$ cat src/rtl/fifo_arb_pkg.sv
// Shared types and defaults for the FIFO read arbiter.
package fifo_arb_pkg;

  typedef enum logic [0:0] {
    IDLE  = 1'b0,
    BURST = 1'b1
  } arb_state_e;

  localparam int DEF_DATESIZE  = 17;
  localparam int DEF_NUM_CH    = 4;
  localparam int DEF_BURST_LEN = 4;

  // Increment with wrap at n (round-robin pointer advance).
  function automatic int wrap_inc(input int v, input int n);
    return (v + 1 >= n) ? 0 : v + 1;
  endfunction

endpackage

$ cat src/rtl/arb_rr_pick.sv
// Combinational round-robin picker: first asserted request at or after
// ptr_i, wrapping from NUM_CH-1 back to 0.
module arb_rr_pick #(
  parameter int NUM_CH = 4,
  parameter int CH_W   = $clog2(NUM_CH)
) (
  input  logic [NUM_CH-1:0] req_i,
  input  logic [CH_W-1:0]   ptr_i,
  output logic [CH_W-1:0]   grant_o,
  output logic              valid_o
);

  int              idx;
  logic [CH_W-1:0] idx_w;

  // Scan from the pointer outwards; the first hit wins.
  always_comb begin
    grant_o = '0;
    valid_o = 1'b0;
    idx     = 0;
    idx_w   = '0;
    for (int i = 0; i < NUM_CH; i++) begin
      idx   = (int'(ptr_i) + i) % NUM_CH;
      idx_w = CH_W'(idx);
      if (!valid_o && req_i[idx_w]) begin
        valid_o = 1'b1;
        grant_o = idx_w;
      end
    end
  end

endmodule

$ cat src/rtl/fifo_rd_arb.sv
// FIFO read-port arbiter: grants one fall-through FIFO at a time and pops up
// to BURST_LEN words into a registered valid/ready output stage.
// Optional macro FIFO_ARB_PRIO0_EN: channel 0 takes strict priority at each
// arbitration; remaining channels are served round-robin.
module fifo_rd_arb
  import fifo_arb_pkg::*;
#(
  parameter int DATESIZE  = DEF_DATESIZE,
  parameter int NUM_CH    = DEF_NUM_CH,
  parameter int BURST_LEN = DEF_BURST_LEN,
  parameter int CH_W      = $clog2(NUM_CH),
  parameter int CNT_W     = $clog2(BURST_LEN + 1)
) (
  input  logic                       rclk,
  input  logic                       rrst_n,
  input  logic [NUM_CH-1:0]          rempty,
  input  logic [NUM_CH*DATESIZE-1:0] rdata,
  output logic [NUM_CH-1:0]          ren,
  output logic [DATESIZE-1:0]        out_data,
  output logic [CH_W-1:0]            out_ch,
  output logic                       out_last,
  output logic                       out_valid,
  input  logic                       out_ready
);

  localparam logic [CNT_W-1:0] CNT_MAX  = CNT_W'(BURST_LEN);
  localparam logic [CNT_W-1:0] CNT_LAST = CNT_W'(BURST_LEN - 1);

  arb_state_e          state_q;
  logic [CH_W-1:0]     rr_ptr_q;
  logic [CH_W-1:0]     grant_q;
  logic [CNT_W-1:0]    cnt_q;
  logic [DATESIZE-1:0] out_data_q;
  logic [CH_W-1:0]     out_ch_q;
  logic                out_last_q;
  logic                out_valid_q;

  logic [NUM_CH-1:0]   req;
  logic [CH_W-1:0]     pick_idx;
  logic                pick_vld;
  logic [CH_W-1:0]     sel_d;
  logic                sel_vld_d;
  logic                pop;
  logic [DATESIZE-1:0] head_data;
  logic [CH_W-1:0]     next_ptr;

  // Requests entering the round-robin pool.
  always_comb begin
    req = ~rempty;
`ifdef FIFO_ARB_PRIO0_EN
    req[0] = 1'b0;
`endif
  end

  arb_rr_pick #(
    .NUM_CH (NUM_CH),
    .CH_W   (CH_W)
  ) u_pick (
    .req_i   (req),
    .ptr_i   (rr_ptr_q),
    .grant_o (pick_idx),
    .valid_o (pick_vld)
  );

  // Final arbitration choice, with channel 0 override when enabled.
  always_comb begin
    sel_d     = pick_idx;
    sel_vld_d = pick_vld;
`ifdef FIFO_ARB_PRIO0_EN
    if (!rempty[0]) begin
      sel_d     = '0;
      sel_vld_d = 1'b1;
    end
`endif
  end

  assign head_data = rdata[int'(grant_q)*DATESIZE +: DATESIZE];
  assign next_ptr  = CH_W'(wrap_inc(int'(grant_q), NUM_CH));

  // Pop strobe: granted FIFO has data, burst budget left, output slot free.
  always_comb begin
    pop = (state_q == BURST) && !rempty[grant_q] && (cnt_q < CNT_MAX) &&
          (!out_valid_q || out_ready);
    ren = '0;
    if (pop) begin
      ren[grant_q] = 1'b1;
    end
  end

  // Arbitration FSM, burst counter and registered output stage.
  always_ff @(posedge rclk or negedge rrst_n) begin
    if (!rrst_n) begin
      state_q     <= IDLE;
      rr_ptr_q    <= '0;
      grant_q     <= '0;
      cnt_q       <= '0;
      out_data_q  <= '0;
      out_ch_q    <= '0;
      out_last_q  <= 1'b0;
      out_valid_q <= 1'b0;
    end else begin
      if (pop) begin
        out_data_q  <= head_data;
        out_ch_q    <= grant_q;
        out_valid_q <= 1'b1;
        out_last_q  <= (cnt_q == CNT_LAST);
      end else if (out_ready) begin
        out_valid_q <= 1'b0;
      end

      case (state_q)
        IDLE: begin
          if (sel_vld_d) begin
            grant_q <= sel_d;
            cnt_q   <= '0;
            state_q <= BURST;
          end
        end
        BURST: begin
          if (pop) begin
            cnt_q <= cnt_q + 1'b1;
            if (cnt_q == CNT_LAST) begin
              state_q  <= IDLE;
              rr_ptr_q <= next_ptr;
            end
          end else if (rempty[grant_q]) begin
            // Source ran dry: end the burst early, last word stays unmarked.
            state_q  <= IDLE;
            rr_ptr_q <= next_ptr;
          end
        end
        default: state_q <= IDLE;
      endcase
    end
  end

  assign out_data  = out_data_q;
  assign out_ch    = out_ch_q;
  assign out_last  = out_last_q;
  assign out_valid = out_valid_q;

endmodule

$ cat config.mk
export PLATFORM = sky130hd
export DESIGN_NAME = fifo_rd_arb
export DESIGN_NICKNAME = d
export VERILOG_FILES = /design/src/rtl/fifo_arb_pkg.sv /design/src/rtl/arb_rr_pick.sv /design/src/rtl/fifo_rd_arb.sv
export SDC_FILE = /design/constraint.sdc
export NUM_CORES = 1
export LEC_CHECK = 0
export CAP_MARGIN = 10
export CELL_PAD_IN_SITES_DETAIL_PLACEMENT = 0
export CELL_PAD_IN_SITES_GLOBAL_PLACEMENT = 1
export CORE_MARGIN = 2
export CORE_UTILIZATION = 32
export DETAILED_ROUTE_END_ITERATION = 6
export PLACE_DENSITY_LB_ADDON = 0.1
export SYNTH_ARGS = -nofsm -noshare
export SYNTH_HDL_FRONTEND = slang
export SYNTH_HIERARCHICAL = 1
export SYNTH_SLANG_ARGS = --single-unit
$ cat constraint.sdc
create_clock -name rclk -period 5.5 [get_ports rclk]
set_clock_uncertainty 0.15 [all_clocks]
set_input_delay 0.825 -clock rclk [delete_from_list [all_inputs] [get_ports rclk]]
set_output_delay 0.825 -clock rclk [all_outputs]
set_load 0.01 [all_outputs]
Word level (Yosys, flattened, before mapping)
Index checks and enable logic that the tools add are counted.
Widths: inputs -> output; s select.
- multipliers: 1
- mux-type cells: 35
- add/sub/neg operators: 5
- equality and inequality tests: 4
- bitwise operators: 2
- magnitude comparators: 8
- reductions and logical operators: 18
- shift-type cells: 1
- operator list (kind ; number):
    $shiftx 68x8->17 ; 1
    $mux 1 ; 16
    $mux 2 ; 8
    $lt 2x3->1 const B ; 5
    $bmux 1 s2 ; 5
    $logic_and 1x1->1 ; 7
    $mul 2x5->7 const B ; 1
    $mux 3 ; 2
    $pmux 3 s2 ; 1
    $logic_not 1->1 ; 5
    $add 2x2->2 const B ; 2
    $mux 4 ; 1
    $ne 2x1->1 const B ; 2
    $not 4->4 ; 1
    $reduce_and 2->1 ; 2
    $reduce_bool 2->1 ; 2
    $add 2x1->3 const B ; 1
    $add 3x1->3 const B ; 1
    $eq 3x2->1 const B ; 1
    $ge 3x3->1 const B ; 1
    $lt 3x3->1 const B ; 1
    $reduce_and 3->1 ; 1
    $add 2x1->2 const B ; 1
    $demux 1 s2 ; 1
    5 further kinds ; 5
- input bits: 75
- word-level logic and storage cells: 82
- output and inout bits: 25
- register bits after elaboration: 29

Depth between registers and ports, before layout
Gate-level depths: netlist of the first run.
- depth in word-level cells: 15
- gate-level depth with buffers: 6
- gate-level depth less buffers: 6

Cells and area by module
Netlist of the first run, hierarchy kept.
- by module, submodules not included (module ; area each (µm²) ; cells an instance ; instances ; sequential area each (µm²)):
    fifo_rd_arb ; 1724.2 ; 116 ; 1 ; 725.7
    arb_rr_pick ; 77.6 ; 15 ; 1 ; 0.0

Worst setup path after synthesis of the first run
OpenSTA, ideal clock, no wires.
- path type: in2out
- start point: input port rempty[1]
- end point: output port ren[0]
- stages: 5
- data arrival time: 1.855 ns
- path buffers: 1
- data required time: 4.525 ns
- setup slack: 2.670 ns
- cell sequence: mux2_4 a2bb2oi_2 a21oi_4 buf_6 and2_1
- cells in the longest elaborated chain, start to end: 7
- ends and longest elaborated chain (what ; line ; RTL):
    from (decl) ; fifo_rd_arb.sv:16 ; input logic [NUM_CH-1:0] rempty,
    $bmux 1 s2 ; fifo_rd_arb.sv:82 ; pop = (state_q == BURST) && !rempty[grant_q] && (cnt_q < CNT_MAX) &&
    $mux 1 (not written as such) ; fifo_rd_arb.sv:82 ;
    $logic_not 1->1 ; fifo_rd_arb.sv:82 ;
    $logic_and 1x1->1 (3 in series) ; fifo_rd_arb.sv:82 ;
    $mux 4 ; fifo_rd_arb.sv:85 ; if (pop) begin
    to (decl) ; fifo_rd_arb.sv:18 ; output logic [NUM_CH-1:0] ren,
No other way between the ends. The select of a mux whose other input is x is not followed.

Final worst setup path of the first run
- start point: register grant_q[1]
- end point: output port ren[0]
- cells in the longest elaborated chain, start to end: 7
- elaborated cells between the ends (all ways): 12
- those cells by class: order compare: 2; mux: 5; reduce/logical: 5
- ends and longest elaborated chain (what ; line ; RTL):
    from (decl) ; fifo_rd_arb.sv:31 ; logic [CH_W-1:0] grant_q;
    from (signal assigned) ; fifo_rd_arb.sv:114 ; grant_q <= sel_d;
    parallel branches: the longest is 6 deep, another holds $lt 2x3->1 ; -- ;
    $mux 4 * ; fifo_rd_arb.sv:85 ;
Mark *: on every way between the ends. The select of a mux whose other input is x is not followed.

==> flow_summary.toml, run 1 <==
[sta]
slew_headroom_pct = 33.0
period_share_pct = 72.1
rsz0062_at_grt = "no"
fmax_mhz = 252
setup_viol = 0
fin_crit_ps = 3960
fin_setup_tns_ps = 0
tightest_slew_ps = 1010
finalWorstSetupSlack_ps = 1540
maxSlewViolCount = 0
finalHoldViolations = 0

[clock_tree]
numCtsBuffers = 5
hold_buffers = 0
tritoncts = "yes"
postCtsSetupBuffers = 0
worstSkewPairLatency_ps = 270
clock_path_buffers = 2
clkTransAtPathRegs_ps = 60
htree_levels = 2
ctsResizeCount = 0
clockRootBuffer = "clkbuf_8"
cts_sinks = 29

[synthesis]
synth_edf_count = 0
yosysTopAreaCellShare_pct = 40.3
syn-num-nets = 212
synth.avg_cell_area_sq_um = 13.8
yosys.area.top_type = "dfrtp_1"
synth_seq_area_share_pct = 40.3
synth_most_common_cell = "dfrtp_1"
synth_flop_cell = "dfrtp_1"
synth_area_sq_um = 1800
synth.area.top_cells = "dfrtp_1 (40%), mux4_2 (21%), mux2_2 (15%)"
synth-seq-cells = 29
yosysWarnings = 6
synthCells = 131
netlist-cell-type-count = 29
synth_common_cells = "dfrtp_1 (29), mux2_2 (24), mux4_2 (17)"
async_flop_share_pct = 100

[route]
num_vias = 1448
met2WireLength_um = 2370
routed_wl_um = 4640
wirelength_met1_um = 1920
postRouteAntennaNets = 0
routed-wl-met3_um = 327
drt_iter0_drc = 37
wire_per_inst_um = 15.2
via_per_inst = 4.73
dr.pass1.iters = 4
route.detailed.drc = 0
highest_layer = "met4"

[power_and_ir_drop]
power_frac_comb_pct = 56.5
p_int_w = 0.000945
power_switching_w = 0.000470
ir_drop_v = 0.000213
seqPwrFrac_pct = 30.0
switching_share_pct = 33.2
leakagePower_nw = 1.21
power_density_nw_per_um2 = 478
p_clk_share_pct = 13.5

[placement]
port_buffers = 99
dp_hpwl_um = 3540
gp_congestion = 0.690
dp_cells = 298
place_area_sq_um = 2860
place_ws_ps = 1630

[global_routing]
antenna_found_initial = 0
grt_max_degree = 30
grt_pass1_vias = 1583
grt_overflow = 0
grt_first_pass_wirelength_um = 7210
grt_usage_pct = 14.6

[final_layout]
stdcell_area_sq_um = 2960
fin_cells = 306
n_antenna_cell = 0
seq_area_sq_um = 726
syn_to_final_growth_pct = 64.2
nNetsFinal = 314
multiInputGateArea_sq_um = 972
n_fill_cell = 489
drive_gt1_share_pct = 23.9

[setup_path]
r2r_start = "grant_q[1]"
path_buf_inv = 1
cp_num_cells = 5
reg2reg_depth = 5
reg2reg_slack_ps = 2590
arrival_ps = 2990
crit_fanout = 24
r2r-end = "out_data[6]"
cp-end-kind = "output port"
cp_slowest_cell = "dfrtp_1"
crit_required_ps = 4530
path_cells = "mux2_4, a2bb2oi_2, a21oi_4, and2_1, clkdlybuf4s50_1"
max_stage_delay_ps = 1000
critPathTopFamily = "flip-flops"
critical_path_class = "flop to output port"
cp-start-kind = "flop"

[die]
num_rows = 27
core_region_area_sq_um = 5470
die_h_um = 79.0
initial_core_util_pct = 32.9
fp.dieArea_sq_um = 6250
io_pins = 100
die_x_um = 79.0

[hold_path]
min_path_type = "flop to flop"
worstHoldEndpoint = "cnt_q[0]"
hp-start = "cnt_q[0]"
hold_depth = 1

[run]
maxCapViolCount = 0

[outcome]
status = "finished clean"
[cells in the final DEF, fill, tap and decap left out]
master,Yosys,routed
clkinv_2,0,1
ha_1,6,6
inv_2,1,1
a311oi_1,1,1
nor2_1,2,2
dfrtp_1,29,29
o21ai_0,1,1
nand2_1,3,3
a21oi_4,1,1
and2_1,4,4
clkdlybuf4s50_1,0,99
o221ai_1,1,1
buf_4,1,3
nor3b_1,2,2
nand3b_1,1,1
and4_1,1,1
mux2_4,1,1
a21oi_1,4,4
mux2i_1,3,3
a22o_1,1,1
inv_1,14,14
mux4_2,17,17
nand3_1,1,1
a221o_1,1,1
o21a_1,1,1
nand2b_1,3,3
mux2_2,24,24
a2bb2oi_2,1,1
clkbuf_8,0,7
[metal layers]
metal | up-vias | global-route usage [%]
met5 | - | 0
met4 | 0 | 4.14
met3 | 2 | 3.75
met2 | 51 | 25.9
met1 | 704 | 17.5
li1 | 691 | -
[worst max-delay path by stage]
stage / from / to / slack [ps]
2_1_floorplan: rempty[1] / ren[0] / 2670
3_5_place_dp: rempty[1] / ren[2] / 1630
3_3_place_gp: rempty[1] / ren[2] / 1660
5_1_grt: grant_q[1] / ren[0] / 1340
6_report: grant_q[1] / ren[0] / 1540
4_1_cts: grant_q[1] / ren[0] / 1480
[logic make-up (layout without fill, tap and decap cells)]
kind of cell             count (synthesis)  count (layout)  share of synthesized area, %
flip-flops                              29              29                          40.3
buffers and inverters                   22             125                          5.76
AO/OA/AOI/OAI                           12              12                          5.56
AND/OR/NAND/NOR                         17              17                          5.49
adder cells (fa/ha/maj)                  6               6                          4.17
multiplexers                            45              45                          38.8
[state kept, by name (all words and copies together) (netlist names)]
register and count:
out_data 17, cnt_q 3, grant_q 2, out_ch 2, rr_ptr_q 2, out_last 1
out_valid 1, state_q 1
[per-stage QoR]
stage | power (W) | hold WS [ps] | util, %
global placement | 0.00123 | 322 | 52.2
global route | 0.00151 | 371 | 54.1
floorplan | 0.000928 | 305 | -
finish | 0.00141 | 348 | 54.1
CTS | 0.00144 | 356 | 54.1
detailed placement | 0.00125 | 344 | 52.2
[layout make-up]
cell class	instances	share of cell area, %
repair buffers	102	34.2
multi-input cells	80	32.9
flip-flops and latches	29	24.5
clock buffers	7	3.26
well taps	72	3.04
inverters	15	1.90
clock inverters	1	0.169
[power by group through the flow]
stage | registers [W] | logic [W] | clock network [W]
3_3_place_gp | 0.000423 | 0.000804 | 0
4_1_cts | 0.000427 | 0.000817 | 0.000199
5_1_grt | 0.000443 | 0.000863 | 0.000207
6_report | 0.000424 | 0.000799 | 0.000192
3_5_place_dp | 0.000431 | 0.000814 | 0
2_1_floorplan | 0.000429 | 0.000498 | 0
Power figures use the tool's default switching activity.
==> run 2: changes to the inputs <==
- CORE_UTILIZATION: 32 -> 26
- clock period: 5.5 -> 3.2 ns (I/O delays scaled with it)
==> flow_summary.toml, run 2 (synthesis gave the netlist of run 1 again) <==
[clock_tree]
worstSkewPairLatency_ps = 280
clkTransAtPathRegs_ps = 70
postCtsSetupBuffers = 0
tritoncts = "yes"
hold_buffers = 0
numCtsBuffers = 5
clock_path_buffers = 2
cts_sinks = 29
ctsResizeCount = 0
htree_levels = 2
clockRootBuffer = "clkbuf_8"

[sta]
finalHoldViolations = 0
maxSlewViolCount = 0
hold_slack_ps = 354
rsz0062_at_grt = "no"
tightest_slew_ps = 559
fmax_mhz = 354
fin_setup_tns_ps = 0
setup_viol = 0
period_share_pct = 88.3
fin_crit_ps = 2830
slew_headroom_pct = 62.5

[hold_path]
min_path_type = "flop to flop"

[setup_path]
crit_fanout = 5
arrival_ps = 2200
critical_path_class = "input pin to output port"
cp_slowest_cell = "clkdlybuf4s50_1"
worst_path_most_repeated_cell = "clkdlybuf4s50_1"
cp-start-kind = "input pin"
path_cells = "clkdlybuf4s50_1, mux2_4, a2bb2oi_2, a21oi_4, and2_1, clkdlybuf4s50_1"
max_stage_delay_ps = 530
crit_required_ps = 2570
cp-end-kind = "output port"

[final_layout]
nNetsFinal = 315
largest_reg_flops = 17
final_common_cell = "clkdlybuf4s50_1"
n_antenna_cell = 0
drive_gt1_share_pct = 24.3
layout_common_cells = "clkdlybuf4s50_1 (99), dfrtp_1 (29), mux2_2 (24), mux4_2 (17), inv_1 (14)"
syn_to_final_growth_pct = 65.2
final_util_pct = 44.1
fin_cells = 315
stdcell_area_sq_um = 2980

[power_and_ir_drop]
leakagePower_nw = 1.21
ir_drop_v = 0.000319
power_density_nw_per_um2 = 824

[die]
core_region_area_sq_um = 6760
die_h_um = 87.2
initial_core_util_pct = 26.7
io_pins = 100
die_x_um = 87.2
num_rows = 30
fp.dieArea_sq_um = 7610

[placement]
dp_hpwl_um = 3800
dp_cells = 307
place_area_sq_um = 2880
port_buffers = 99
gp_congestion = 0.715

[global_routing]
grt_pass1_vias = 1536
grt_overflow = 0
grt_usage_pct = 13.3
antenna_found_initial = 0
grt_first_pass_wirelength_um = 7580
grt_max_degree = 30

[route]
num_vias = 1458
wire_per_inst_um = 15.8
via_per_inst = 4.63
route.detailed.drc = 0
postRouteAntennaNets = 0
drt_iter0_drc = 37
dr.pass1.iters = 4
routed_wl_um = 4970

[outcome]
status = "finished clean"

[run]
maxCapViolCount = 0
## run 2: layout make-up
type / instances / area [sq um]
Multi-Input combinational cell: 80 / 972
Fill cell: 629 / 3780
Tap cell: 80 / 100
Clock buffer: 7 / 96.3
Inverter: 15 / 56.3
Timing Repair Buffer: 103 / 1020
Sequential cell: 29 / 726
Clock inverter: 1 / 5.00
## run 2: final timing paths
check / start / endpoint / slack [ps] / depth (start not counted)
worst max-delay path: rempty[1] / ren[3] / 370 / 6
worst min-delay path: out_data[8] / out_data[8] / 350 / 1
worst max register to register: cnt_q[0] / rr_ptr_q[0] / 1040 / 5
worst min register to register: out_data[8] / out_data[8] / 350 / 1
max in group asynchronous: rrst_n / grant_q[1] / 2180 / 2
min in group asynchronous: rrst_n / out_data[5] / 430 / 2
## run 2: power by group
part / switching [W] / internal (W) / total, W
logic: 0.000562 / 0.000873 / 0.00143
registers: 0.000125 / 0.000559 / 0.000684
clock network: 0.000140 / 0.000194 / 0.000334
total: 0.000827 / 0.00163 / 0.00245
## run 2: routing by layer
layer / track usage [%] / up-vias / wire length (um) / share of wire [%]
met5: 0 / - / 0 / 0
met4: 4.62 / 0 / 44 / 0.89
met3: 2.94 / 4 / 315 / 6.3
met2: 25.4 / 47 / 2720 / 55
met1: 14.0 / 715 / 1890 / 38
li1: - / 692 / - / -
## run 2: metrics by stage
step / setup slack [ps] / total power (W)
finish: 375 / 0.00245
global route: 286 / 0.00264
CTS: 362 / 0.00251
detailed placement: 359 / 0.00216
global placement: 382 / 0.00213
floorplan: 1060 / 0.00159
## run 2: critical path, delay by kind of cell
kind	cells	cell delay (ps)
AOI/OAI and AO/OA	2	330
buffers and inverters	2	950
muxes	1	290
and+or+nand+nor	1	140
==> run 3: changes to the inputs <==
- ABC_CLOCK_PERIOD_IN_PS: default -> 3140
- CORE_UTILIZATION: 26 -> 29
- clock period: 3.2 -> 3.14 ns (I/O delays scaled with it)
==> flow_summary.toml, run 3 (synthesis gave the netlist of run 1 again) <==
[power_and_ir_drop]
seqPwrFrac_pct = 27.9
leakagePower_nw = 1.21
p_clk_share_pct = 12.3
power_density_nw_per_um2 = 836
ir_drop_v = 0.000446
p_int_w = 0.00165
power_frac_comb_pct = 59.8
switching_share_pct = 33.6
power_switching_w = 0.000834

[setup_path]
reg2reg_slack_ps = 910
path_cells = "clkdlybuf4s50_1, mux2_4, a2bb2oi_2, a21oi_4, and2_1, clkdlybuf4s50_1"
cp-start-kind = "input pin"
r2r-end = "out_data[2]"
max_stage_delay_ps = 540
critical_path_class = "input pin to output port"
worst_path_most_repeated_cell = "clkdlybuf4s50_1"
crit_required_ps = 2520
crit_fanout = 7
r2r_start = "grant_q[1]"
critPathTopFamily = "buffers and inverters"
cp_slowest_cell = "clkdlybuf4s50_1"
reg2reg_depth = 6
path_buf_inv = 2
cp-end-kind = "output port"
arrival_ps = 2270

[global_routing]
grt_usage_pct = 15.5
grt_first_pass_wirelength_um = 8390
grt_max_degree = 30
grt_pass1_vias = 1648
antenna_found_initial = 0
grt_overflow = 0

[final_layout]
layout_common_cells = "clkdlybuf4s50_1 (99), dfrtp_1 (29), mux2_2 (24), mux4_2 (17), inv_1 (14)"
seq_area_sq_um = 726
largest_reg_flops = 17
final_common_cell = "clkdlybuf4s50_1"
final_util_pct = 49.9
stdcell_area_sq_um = 2970
n_fill_cell = 527
nNetsFinal = 317
n_antenna_cell = 0
multiInputGateArea_sq_um = 972
drive_gt1_share_pct = 24.2
syn_to_final_growth_pct = 64.9

[clock_tree]
postCtsSetupBuffers = 0
htree_levels = 2
cts_sinks = 29
clkTransAtPathRegs_ps = 60
clockRootBuffer = "clkbuf_8"
worstSkewPairLatency_ps = 270
hold_buffers = 0
tritoncts = "yes"
clock_path_buffers = 2
numCtsBuffers = 5
ctsResizeCount = 0

[hold_path]
hp-start = "cnt_q[0]"
min_path_type = "flop to flop"
worstHoldEndpoint = "cnt_q[0]"
hold_depth = 1

[placement]
gp_congestion = 0.836
port_buffers = 99
place_area_sq_um = 2880
dp_hpwl_um = 3940

[sta]
setup_viol = 0
finalHoldViolations = 0
maxSlewViolCount = 0
slew_headroom_pct = 59.3
fmax_mhz = 346
fin_crit_ps = 2890
rsz0062_at_grt = "no"
fin_setup_tns_ps = 0
period_share_pct = 92.0
tightest_slew_ps = 607

[outcome]
status = "finished clean"

[die]
fp.dieArea_sq_um = 6860
die_h_um = 82.8
num_rows = 28
io_pins = 100
core_region_area_sq_um = 5960
die_x_um = 82.8
initial_core_util_pct = 30.3

[route]
drt_iter0_drc = 38
postRouteAntennaNets = 0
dr.pass1.iters = 4
wire_per_inst_um = 16.2
num_vias = 1482
routed_wl_um = 5050
via_per_inst = 4.77
route.detailed.drc = 0

[run]
maxCapViolCount = 0
[run 3: metal layers]
| metal | vias to the layer above | track usage, % | share of wire (%) |
|---|---|---|---|
| met2 | 67 | 27.3 | 51 |
| li1 | 692 | - | - |
| met3 | 4 | 4.67 | 7.1 |
| met5 | - | 0 | 0 |
| met1 | 719 | 18.3 | 41 |
| met4 | 0 | 4.02 | 0.83 |
[run 3: worst max path at each step]
stage | from | end | slack, ps | cells after the start
floorplan | grant_q[1] | ren[0] | 1010 | 5
global placement | rempty[1] | ren[2] | 270 | 6
detailed placement | rempty[1] | ren[1] | 260 | 6
CTS | rempty[1] | ren[1] | 240 | 6
global route | grant_q[1] | ren[0] | 150 | 6
finish | rempty[1] | ren[1] | 250 | 6
[run 3: layout make-up]
class                   instances  area share, %
clock buffers                   7           2.91
flip-flops and latches         29           24.4
inverters                      15           1.90
repair buffers                105           34.9
well taps                      75           3.16
multi-input cells              80           32.7
[run 3: metrics by stage]
stage	total power (W)	setup slack [ps]	hold WS (ps)	cells
6_report	0.00248	252	338	311
5_1_grt	0.00267	147	366	311
4_1_cts	0.00254	237	342	311
3_5_place_dp	0.00222	257	334	304
3_3_place_gp	0.00217	266	323	304
2_1_floorplan	0.00162	1010	25.4	131
[run 3: power by group through the flow]
| stage | logic, W | registers, W | clock network, W |
|---|---|---|---|
| after floorplan | 0.000873 | 0.000752 | 0 |
| after global placement | 0.00148 | 0.000690 | 0 |
| after detailed placement | 0.00152 | 0.000700 | 0 |
| after CTS | 0.00152 | 0.000694 | 0.000323 |
| after global routing | 0.00161 | 0.000717 | 0.000341 |
| final | 0.00149 | 0.000692 | 0.000306 |
